**src/rtl/wb_addr_decoder.sv**
```systemverilog
// wb_addr_decoder: Wishbone B4 classic single-master address decoder.
//
// This block sits directly behind the CPU bus master. It decodes each
// request to one of three slaves (RAM, UART, timer), forwards the cycle,
// and returns a registered ACK with the read data. An unmapped access or
// a slave that never answers still ends with a normal ACK. In that case
// the read data is poisoned and a sticky error flag is set.
//
// Ports:
//   CLK_I, RST_I                      clock (rising edge), async active-low reset
//   ADR_I/DAT_I/SEL_I/WE_I/CYC_I/STB_I master request
//   DAT_O/ACK_O                       read data and termination to master
//   ERR_O/ERR_ADR_O/ERR_CLR_I         sticky error flag, first faulting address, clear
//   S_ADR_O/S_DAT_O/S_SEL_O/S_WE_O    shared slave request bus
//   S_CYC_O/S_STB_O                   per-slave one-hot cycle/strobe
//   S_ACK_I/S_DAT_I                   per-slave ack and read data (slave n at [32n+31:32n])
//
// state  | meaning
// -------+-----------------------------------------------------------
// IDLE   | waiting for CYC&STB; ignores the master for one cycle after RESP
// ACTIVE | slave strobed, waiting for its ACK or for the timeout
// RESP   | ACK_O high for this single cycle, DAT_O valid
module wb_addr_decoder #(
  parameter logic [31:0] S0_BASE = 32'h0000_0000,
  parameter logic [31:0] S0_MASK = 32'hFFFF_0000,
  parameter logic [31:0] S1_BASE = 32'h0001_0000,
  parameter logic [31:0] S1_MASK = 32'hFFFF_FF00,
  parameter logic [31:0] S2_BASE = 32'h0001_0100,
  parameter logic [31:0] S2_MASK = 32'hFFFF_FF00,
  parameter int unsigned TIMEOUT = 255,
  parameter logic [31:0] POISON  = 32'hDEAD_BEEF
) (
  input  logic        CLK_I,
  input  logic        RST_I,
  input  logic [31:0] ADR_I,
  input  logic [31:0] DAT_I,
  input  logic [3:0]  SEL_I,
  input  logic        WE_I,
  input  logic        CYC_I,
  input  logic        STB_I,
  output logic [31:0] DAT_O,
  output logic        ACK_O,
  output logic        ERR_O,
  output logic [31:0] ERR_ADR_O,
  input  logic        ERR_CLR_I,
  output logic [31:0] S_ADR_O,
  output logic [31:0] S_DAT_O,
  output logic [3:0]  S_SEL_O,
  output logic        S_WE_O,
  output logic [2:0]  S_CYC_O,
  output logic [2:0]  S_STB_O,
  input  logic [2:0]  S_ACK_I,
  input  logic [95:0] S_DAT_I
);

  localparam logic [1:0] ST_IDLE   = 2'd0;
  localparam logic [1:0] ST_ACTIVE = 2'd1;
  localparam logic [1:0] ST_RESP   = 2'd2;

  localparam logic [7:0] TIMEOUT_C = 8'(TIMEOUT);

  logic [1:0]  state;
  logic [7:0]  cnt;
  logic [7:0]  cnt_nxt;
  logic        hold_off;
  logic        req_we;
  logic        req;
  logic [2:0]  hit;
  logic        hit_any;
  logic        ack_hit;
  logic        tmo;
  logic        err_set;
  logic [31:0] ack_dat;

  // Priority decode: the lowest slave index wins on overlapping windows.
  always_comb begin
    hit = 3'b000;
    if ((ADR_I & S0_MASK) == S0_BASE)      hit = 3'b001;
    else if ((ADR_I & S1_MASK) == S1_BASE) hit = 3'b010;
    else if ((ADR_I & S2_MASK) == S2_BASE) hit = 3'b100;
  end

  assign hit_any = |hit;

  // hold_off is high only in the IDLE cycle right after RESP. It masks the
  // master's request in that cycle, which keeps one idle cycle between
  // transactions even if CYC_I is still high.
  assign req = CYC_I & STB_I & ~hold_off;

  // Only an ACK from the slave being strobed counts.
  assign ack_hit = |(S_ACK_I & S_STB_O);

  assign cnt_nxt = cnt + 8'd1;
  assign tmo     = (cnt_nxt == TIMEOUT_C);

  always_comb begin
    ack_dat = S_DAT_I[31:0];
    if (S_STB_O[1])      ack_dat = S_DAT_I[63:32];
    else if (S_STB_O[2]) ack_dat = S_DAT_I[95:64];
  end

  assign err_set = ((state == ST_IDLE) & req & ~hit_any) |
                   ((state == ST_ACTIVE) & CYC_I & ~ack_hit & tmo);

  always_ff @(posedge CLK_I or negedge RST_I) begin
    if (!RST_I) begin
      state    <= ST_IDLE;
      cnt      <= 8'd0;
      hold_off <= 1'b0;
      req_we   <= 1'b0;
      DAT_O    <= 32'd0;
      ACK_O    <= 1'b0;
      S_ADR_O  <= 32'd0;
      S_DAT_O  <= 32'd0;
      S_SEL_O  <= 4'd0;
      S_WE_O   <= 1'b0;
      S_CYC_O  <= 3'b000;
      S_STB_O  <= 3'b000;
    end else begin
      ACK_O <= 1'b0;
      case (state)
        ST_IDLE: begin
          hold_off <= 1'b0;
          if (req) begin
            S_ADR_O <= ADR_I;
            S_DAT_O <= DAT_I;
            S_SEL_O <= SEL_I;
            // Do not show a write enable on the bus when no strobe follows.
            S_WE_O  <= WE_I & hit_any;
            req_we  <= WE_I;
            if (hit_any) begin
              S_CYC_O <= hit;
              S_STB_O <= hit;
              cnt     <= 8'd0;
              state   <= ST_ACTIVE;
            end else begin
              DAT_O <= WE_I ? 32'd0 : POISON;
              ACK_O <= 1'b1;
              state <= ST_RESP;
            end
          end
        end

        ST_ACTIVE: begin
          if (!CYC_I) begin
            S_CYC_O <= 3'b000;
            S_STB_O <= 3'b000;
            S_WE_O  <= 1'b0;
            state   <= ST_IDLE;
          end else if (ack_hit) begin
            DAT_O   <= ack_dat;
            S_CYC_O <= 3'b000;
            S_STB_O <= 3'b000;
            S_WE_O  <= 1'b0;
            ACK_O   <= 1'b1;
            state   <= ST_RESP;
          end else begin
            cnt <= cnt_nxt;
            if (tmo) begin
              DAT_O   <= req_we ? 32'd0 : POISON;
              S_CYC_O <= 3'b000;
              S_STB_O <= 3'b000;
              S_WE_O  <= 1'b0;
              ACK_O   <= 1'b1;
              state   <= ST_RESP;
            end
          end
        end

        ST_RESP: begin
          hold_off <= 1'b1;
          state    <= ST_IDLE;
        end

        default: state <= ST_IDLE;
      endcase
    end
  end

  // Sticky error flag. A new error outranks a simultaneous clear. The
  // address is captured only while the flag is clear, so ERR_ADR_O keeps
  // the first fault.
  always_ff @(posedge CLK_I or negedge RST_I) begin
    if (!RST_I) begin
      ERR_O     <= 1'b0;
      ERR_ADR_O <= 32'd0;
    end else if (err_set) begin
      ERR_O <= 1'b1;
      if (!ERR_O) ERR_ADR_O <= ADR_I;
    end else if (ERR_CLR_I) begin
      ERR_O <= 1'b0;
    end
  end

endmodule

```
**config.mk**
```make
export PLATFORM = sky130hd
export DESIGN_NAME = wb_addr_decoder
export DESIGN_NICKNAME = d
export VERILOG_FILES = /design/src/rtl/wb_addr_decoder.sv
export SDC_FILE = /design/constraint.sdc
export NUM_CORES = 1
export LEC_CHECK = 0
export CAP_MARGIN = 20
export CORE_MARGIN = 10
export CORE_UTILIZATION = 42
export CTS_CLUSTER_SIZE = 10
export DETAILED_ROUTE_END_ITERATION = 6
export GPL_TIMING_DRIVEN = 0
export PLACE_DENSITY = 0.91
export RECOVER_POWER = 25
export SLEW_MARGIN = 20
export SYNTH_ARGS = -nofsm -noshare
export SYNTH_HDL_FRONTEND = slang
export SYNTH_SLANG_ARGS = --single-unit
```
**constraint.sdc**
```tcl
create_clock -name CLK_I -period 2.7 [get_ports CLK_I]
set_input_delay 0.81 -clock CLK_I [delete_from_list [all_inputs] [get_ports CLK_I]]
set_output_delay 0.81 -clock CLK_I [all_outputs]
set_load 0.005 [all_outputs]
```
==> results.cfg, run 1 <==
[min_path]
hold-path-endpoint = S_DAT_O[0]$_DFFE_PN0P_
min-delay-path-class = register to register
worst_hold_path.num_cells = 2
hold_start = S_DAT_O[0]$_DFFE_PN0P_

[clock_tree]
total_number_of_clock_tree_sinks = 150
clk_path_buf_depth = 2
clock_insertion_delay_worst_skew_ps = 420
cts_hold_buffers = 0
clock-root-buffer = sky130_fd_sc_hd__clkbuf_16
tritoncts.num_buffers = 17
cts_tree = built
clkTransAtPathRegs_ps = 70
htree_num_levels = 4

[synthesis]
xor_xnor_portion_of_the_synthesized_cell_area_pct = 0.254
synth.mux.area_fraction_pct = 17.3
syn-cell-area_sq_mm = 0.00689
netlist-cell-type-count = 40
yosys_warnings = 0
postSynthCellCount = 680
synth_top_area_share_pct = 54.5
synthesized_net_count = 855
synth-simple-area-share_pct = 16.9
syn_area_per_cell_sq_um = 10.1
synth-compound-area-share_pct = 7.05
seq_area_frac_synth_pct = 54.5
synthTopCellsByArea = sky130_fd_sc_hd__dfrtp_1, sky130_fd_sc_hd__nand2_1, sky130_fd_sc_hd__mux2_4, sky130_fd_sc_hd__mux2_2, sky130_fd_sc_hd__mux2i_1
combinational_family_with_the_most_area_after_synthesis = multiplexers
synth_seq_cells = 150
synth_top_area_cell = sky130_fd_sc_hd__dfrtp_1
synth_adder_area_share_pct = 0.363

[route]
detailroute.via_count = 6397
dr.first_iter.drc_count = 273
firstDrtPassIters = 5
post_drt_via_cell_ratio = 5.14
postRouteWirelength_mm = 25.5
drt-wirelength-per-cell_microns = 20.5
route.antenna.remaining_nets = 0
drc = 0

[placed_design]
portBuffers = 313
globalplace.congestion = 0.850
place_ws_ps = -804
place_hpwl_mm = 19.7

[timing]
period_utilisation_layout_pct = 97.7
timing.final.crit_period_ps = 2640
clock.fmax_ghz = 0.379
final-hold-violation-count = 0
tightestPinTransition_ps = 1510
skew_ps = 10.8
timing.final.setup_violations = 0
timing.max_slew.rel_slack_pct = -0.583
timing.final.ws_setup_ps = 62.1
timing_max_transition_violations_final = 59

[setup_path]
cp_endpoint_kind = register
regToRegEndpoint = DAT_O[11]$_DFFE_PN0P_
worst-endpoint-arrival_ps = 2940
critical_path.reg2reg.startpoint = cnt[2]$_DFFE_PN0P_
r2r_slack_ps = 260
cp_common_cell = sky130_fd_sc_hd__buf_4
ff2ff_path_depth = 7
list_of_cells_traversed_by_the_critical_path = clkdlybuf4s50_1 -> a222oi_1 -> buf_4 -> nand2b_1 -> buf_4 -> a21boi_2 -> and2_1 -> clkbuf_4 -> mux2_1
critical_path.slowest_cell = sky130_fd_sc_hd__clkdlybuf4s50_1
start_kind = primary input
path_max_fanout = 9
cp-startpoint = S_ACK_I[1]
timing.critical_path.required_ps = 3000
critical_path_type = primary input to register
max_stage_delay_ps = 400

[floorplan]
core_area_sq_mm = 0.0160
initial_core_util_pct = 43.1
die_area_sq_mm = 0.0219
pin_count = 314
die_w_microns = 148
row_count = 46
die-height_microns = 148

[grt]
grt_antenna_before_repair = 0
grt_max_degree = 93
grt_util_all_layers_pct = 22.5
grt_pass1_wl_mm = 38.9
grt_pass1_vias = 6903
overflow = 0

[cells_and_area]
final_core_util_pct = 69.1
layout_commonest_cell = sky130_fd_sc_hd__clkdlybuf4s50_1
insertedDiodeCount = 0
area_delta_synth_final_pct = 60.6
layout_common_cells = sky130_fd_sc_hd__clkdlybuf4s50_1, sky130_fd_sc_hd__nand2_1, sky130_fd_sc_hd__dfrtp_1
final_net_count = 1192
post_route_cells_drive_above_1_share_pct = 12.5

[outcome]
run_status = complete, but fails checks
violations_in_the_final_reports = capacitance limit, slew limit

[job]
maxCapViolCount = 1

[power]
leakage_uw = 0.00493
pwr_density_cell_mw_per_mm2 = 668
ir_worst_vdd_uv = 550
critical path: cells and delay by family:
kind	cells	cell delay (ps)
buffers and inverters	4	1000
AND/OR/NAND/NOR	2	260
AO/OA/AOI/OAI	2	550
multiplexers	1	330
worst max-delay path by stage:
stage | end | slack (ps) | depth (start not counted)
after floorplan | DAT_O[0]$_DFFE_PN0P_ | 200 | 8
after global placement | S_DAT_O[0]$_DFFE_PN0P_ | -5310 | 1
after detailed placement | cnt[1]$_DFFE_PN0P_ | -800 | 8
after CTS | DAT_O[4]$_DFFE_PN0P_ | 10 | 8
after global routing | DAT_O[17]$_DFFE_PN0P_ | -20 | 8
final | cnt[1]$_DFFE_PN0P_ | 60 | 9
sequential cells by signal, summed over array words and instances (netlist names), 2 cells and up:
register and count:
DAT_O 32, ERR_ADR_O 32, S_ADR_O 32, S_DAT_O 32, cnt 8, S_SEL_O 4, S_STB_O 3, state 2
per-stage QoR:
stage / hold slack (ps) / cells / power [uW] / TNS [ps] / instance area, sq um
2_1_floorplan: 446 / 680 / 3420 / 0 / 6890
3_3_place_gp: 457 / 1209 / 4690 / -863220 / 10300
3_5_place_dp: 461 / 1210 / 4760 / -68990 / 10300
4_1_cts: 320 / 1243 / 7440 / 0 / 11000
5_1_grt: 495 / 1245 / 7720 / -488 / 11100
6_report: 472 / 1245 / 7390 / 0 / 11100
cell type report:
class / instances / area (sq um)
clock buffers: 18 / 439
clock inverters: 13 / 219
well taps: 216 / 270
plain buffers: 43 / 231
inverters: 4 / 15.0
multi-input cells: 481 / 2940
fillers: 1134 / 4940
repair buffers: 320 / 3190
flip-flops and latches: 150 / 3750
kinds of logic after synthesis:
| kind of cell | after synthesis |
|---|---|
| AO/OA/AOI/OAI | 85 |
| XOR/XNOR | 2 |
| adder cells (fa/ha/maj) | 2 |
| buffers and inverters | 49 |
| flip-flops | 150 |
| multiplexers | 100 |
| AND/OR/NAND/NOR | 292 |
routing by layer:
metal / vias up / global-route usage (%) / part of all wire, %
li1: 2935 / - / -
met1: 3129 / 24.9 / 39
met2: 285 / 38.2 / 49
met3: 48 / 9.28 / 9.0
met4: 0 / 7.88 / 3.1
met5: - / 0 / 0
synthesized netlist by cell type:
| library cell | instances |
|---|---|
| sky130_fd_sc_hd__a21boi_1 | 2 |
| sky130_fd_sc_hd__a21o_1 | 1 |
| sky130_fd_sc_hd__a21oi_1 | 34 |
| sky130_fd_sc_hd__a222oi_1 | 1 |
| sky130_fd_sc_hd__a22o_1 | 2 |
| sky130_fd_sc_hd__a22oi_1 | 1 |
| sky130_fd_sc_hd__a31oi_1 | 5 |
| sky130_fd_sc_hd__a32o_1 | 3 |
| sky130_fd_sc_hd__a32o_2 | 1 |
| sky130_fd_sc_hd__and2_1 | 2 |
| sky130_fd_sc_hd__and3_1 | 3 |
| sky130_fd_sc_hd__and3_2 | 1 |
| sky130_fd_sc_hd__and3b_1 | 1 |
| sky130_fd_sc_hd__buf_1 | 3 |
| sky130_fd_sc_hd__buf_2 | 2 |
| sky130_fd_sc_hd__buf_4 | 6 |
| sky130_fd_sc_hd__buf_6 | 5 |
| sky130_fd_sc_hd__clkbuf_1 | 29 |
| sky130_fd_sc_hd__dfrtp_1 | 150 |
| sky130_fd_sc_hd__ha_1 | 2 |
| sky130_fd_sc_hd__inv_1 | 4 |
| sky130_fd_sc_hd__mux2_1 | 5 |
| sky130_fd_sc_hd__mux2_2 | 33 |
| sky130_fd_sc_hd__mux2_4 | 29 |
| sky130_fd_sc_hd__mux2i_1 | 33 |
| sky130_fd_sc_hd__nand2_1 | 211 |
| sky130_fd_sc_hd__nand2b_1 | 4 |
| sky130_fd_sc_hd__nand3_1 | 5 |
| sky130_fd_sc_hd__nand4_1 | 1 |
| sky130_fd_sc_hd__nor2_1 | 52 |
| sky130_fd_sc_hd__nor2b_1 | 2 |
| sky130_fd_sc_hd__nor3_1 | 4 |
| sky130_fd_sc_hd__nor4_1 | 4 |
| sky130_fd_sc_hd__nor4_2 | 1 |
| sky130_fd_sc_hd__o211ai_1 | 2 |
| sky130_fd_sc_hd__o21ai_0 | 31 |
| sky130_fd_sc_hd__o22ai_1 | 1 |
| sky130_fd_sc_hd__o41ai_1 | 1 |
| sky130_fd_sc_hd__or2_0 | 1 |
| sky130_fd_sc_hd__xnor2_1 | 2 |
report_power, final:
part,total (uW),switching (uW),internal (uW)
clock,2670,994,1680
combinational,1850,666,1180
sequential,2870,223,2650
total,7390,1880,5510
repair_timing:
action,in CTS,in global routing
buffers inserted,4,2
setup endpoints to repair,74,60
cloned,0,0
pin swaps,5,7
gates resized for setup,12,18
(Power assumes the default switching activity.)
==> inputs of run 2 (changes only) <==
- RECOVER_POWER: 25 -> 100
==> results.cfg, run 2 (synthesis results as in run 1) <==
[outcome]
run_status = complete, but fails checks
violations_in_the_final_reports = capacitance limit, slew limit

[route]
firstDrtPassIters = 4
drc = 0
dr.first_iter.drc_count = 314
post_drt_via_cell_ratio = 5.13
detailroute.via_count = 6390
drt-wirelength-per-cell_microns = 20.4
postRouteWirelength_mm = 25.5
route.antenna.remaining_nets = 0

[setup_path]
max_stage_delay_ps = 400
path_buf_inv = 4
critical-path-top-delay-family = buffers and inverters
list_of_cells_traversed_by_the_critical_path = clkdlybuf4s50_1 -> a222oi_1 -> buf_4 -> nand2b_1 -> buf_4 -> a21boi_2 -> and2_1 -> clkbuf_4 -> mux2_1
timing.critical_path.required_ps = 3000
cp_common_cell = sky130_fd_sc_hd__buf_4
start_kind = primary input
cp_endpoint_kind = register
critical_path.slowest_cell = sky130_fd_sc_hd__clkdlybuf4s50_1
path_max_fanout = 9
critical_path_type = primary input to register
worst-endpoint-arrival_ps = 2930

[placed_design]
place_hpwl_mm = 19.7
post-place-cells = 1210
post_dp_area_sq_mm = 0.0103
portBuffers = 313
globalplace.congestion = 0.850
place_ws_ps = -804

[clock_tree]
clkTransAtPathRegs_ps = 60
total_number_of_clock_tree_sinks = 150
tritoncts.num_buffers = 17
clock_insertion_delay_worst_skew_ps = 420
htree_num_levels = 4
clock-root-buffer = sky130_fd_sc_hd__clkbuf_16
cts_hold_buffers = 0
clk_path_buf_depth = 2
cts_tree = built

[cells_and_area]
insertedDiodeCount = 0
layout.filler_cells = 1134
post-route-cell-area_sq_mm = 0.0111
area_delta_synth_final_pct = 60.6
final-instance-count-excl-fill = 1245
layout_commonest_cell = sky130_fd_sc_hd__nand2_1
final_net_count = 1192
post_route_cells_drive_above_1_share_pct = 12.5
layout_common_cells = sky130_fd_sc_hd__nand2_1, sky130_fd_sc_hd__clkdlybuf4s50_1, sky130_fd_sc_hd__dfrtp_1

[timing]
timing.final.setup_violations = 0
clock.fmax_ghz = 0.380
period_utilisation_layout_pct = 97.5
timing_max_transition_violations_final = 60
skew_ps = 10.4
timing.final.ws_setup_ps = 67.7
timing.final.crit_period_ps = 2630
final-hold-violation-count = 0
timing.max_slew.rel_slack_pct = -0.944
tightestPinTransition_ps = 1510

[power]
pwr_density_cell_mw_per_mm2 = 653
ir_worst_vdd_uv = 546
power.combinational.fraction_pct = 23.6
intPower_uw = 5360
fin_total_pwr_uw = 7220
leakage_uw = 0.00509
share_seq_of_total_power_pct = 39.5
sw_power_uw = 1860
switching_share_pct = 25.8
power_share_of_the_clock_group_pct = 37.0

[floorplan]
pin_count = 314
initial_core_util_pct = 43.1
die_w_microns = 148
die_area_sq_mm = 0.0219
die-height_microns = 148
row_count = 46
core_area_sq_mm = 0.0160

[grt]
overflow = 0
grt_antenna_before_repair = 0
grt_util_all_layers_pct = 22.5
grt_max_degree = 93
grt_pass1_vias = 6903
grt_pass1_wl_mm = 38.9

[min_path]
min-delay-path-class = register to register

[job]
maxCapViolCount = 1
-- run 2: final timing paths --
path	start	to	slack (ps)	depth (start not counted)
max	S_ACK_I[1]	cnt[1]$_DFFE_PN0P_	70	9
min reg2reg	S_ADR_O[16]$_DFFE_PN0P_	S_ADR_O[16]$_DFFE_PN0P_	470	2
min	S_ADR_O[16]$_DFFE_PN0P_	S_ADR_O[16]$_DFFE_PN0P_	470	2
min in group asynchronous	RST_I	DAT_O[1]$_DFFE_PN0P_	740	1
max in group asynchronous	RST_I	ERR_ADR_O[28]$_DFFE_PN0P_	440	2
max reg2reg	cnt[2]$_DFFE_PN0P_	DAT_O[4]$_DFFE_PN0P_	280	7
-- run 2: repair_timing --
| action | CTS | global route |
|---|---|---|
| endpoints found under the setup margin | 74 | 60 |
| pin swaps | 5 | 7 |
| gates resized for setup | 12 | 18 |
| buffers inserted | 4 | 2 |
-- run 2: routing by layer --
metal | part of all wire [%] | track usage [%] | up-vias
met5 | 0 | 0 | -
met4 | 3.0 | 7.88 | 0
met3 | 9.0 | 9.28 | 46
met2 | 49 | 38.2 | 282
met1 | 39 | 24.9 | 3116
li1 | - | - | 2946
-- run 2: layout make-up --
class                      count  area [sq um]  area share, %
multi-input combinational    481          2940           26.6
sequential                   150          3750           33.9
buffer                        43           231           2.09
timing repair buffer         320          3190           28.9
clock buffer                  18           439           3.97
inverter                       4          15.0          0.136
tap                          216           270           2.44
clock inverter                13           219           1.98
-- run 2: power by group through the flow --
| stage | Sequential (uW) | Combinational [uW] | Clock (uW) |
|---|---|---|---|
| after floorplan | 2920 | 501 | 0 |
| after global placement | 2880 | 1810 | 0 |
| after detailed placement | 2900 | 1860 | 0 |
| after CTS | 2870 | 1880 | 2700 |
| after global routing | 2900 | 1850 | 2810 |
| final | 2850 | 1700 | 2670 |
-- run 2: tightest hold or removal path, delay by kind of cell, from the launching register on --
kind | cells | cell delay, ps
flops | 1 | 330
simple gates | 2 | 100
-- run 2: through the flow --
stage / utilization [%] / setup TNS [ps] / hold slack, ps
after global routing: 69.1 / -488 / 489
after floorplan: - / 0 / 446
after global placement: 64.3 / -863220 / 457
after CTS: 68.9 / 0 / 320
final: 69.1 / 0 / 468
after detailed placement: 64.5 / -68990 / 461
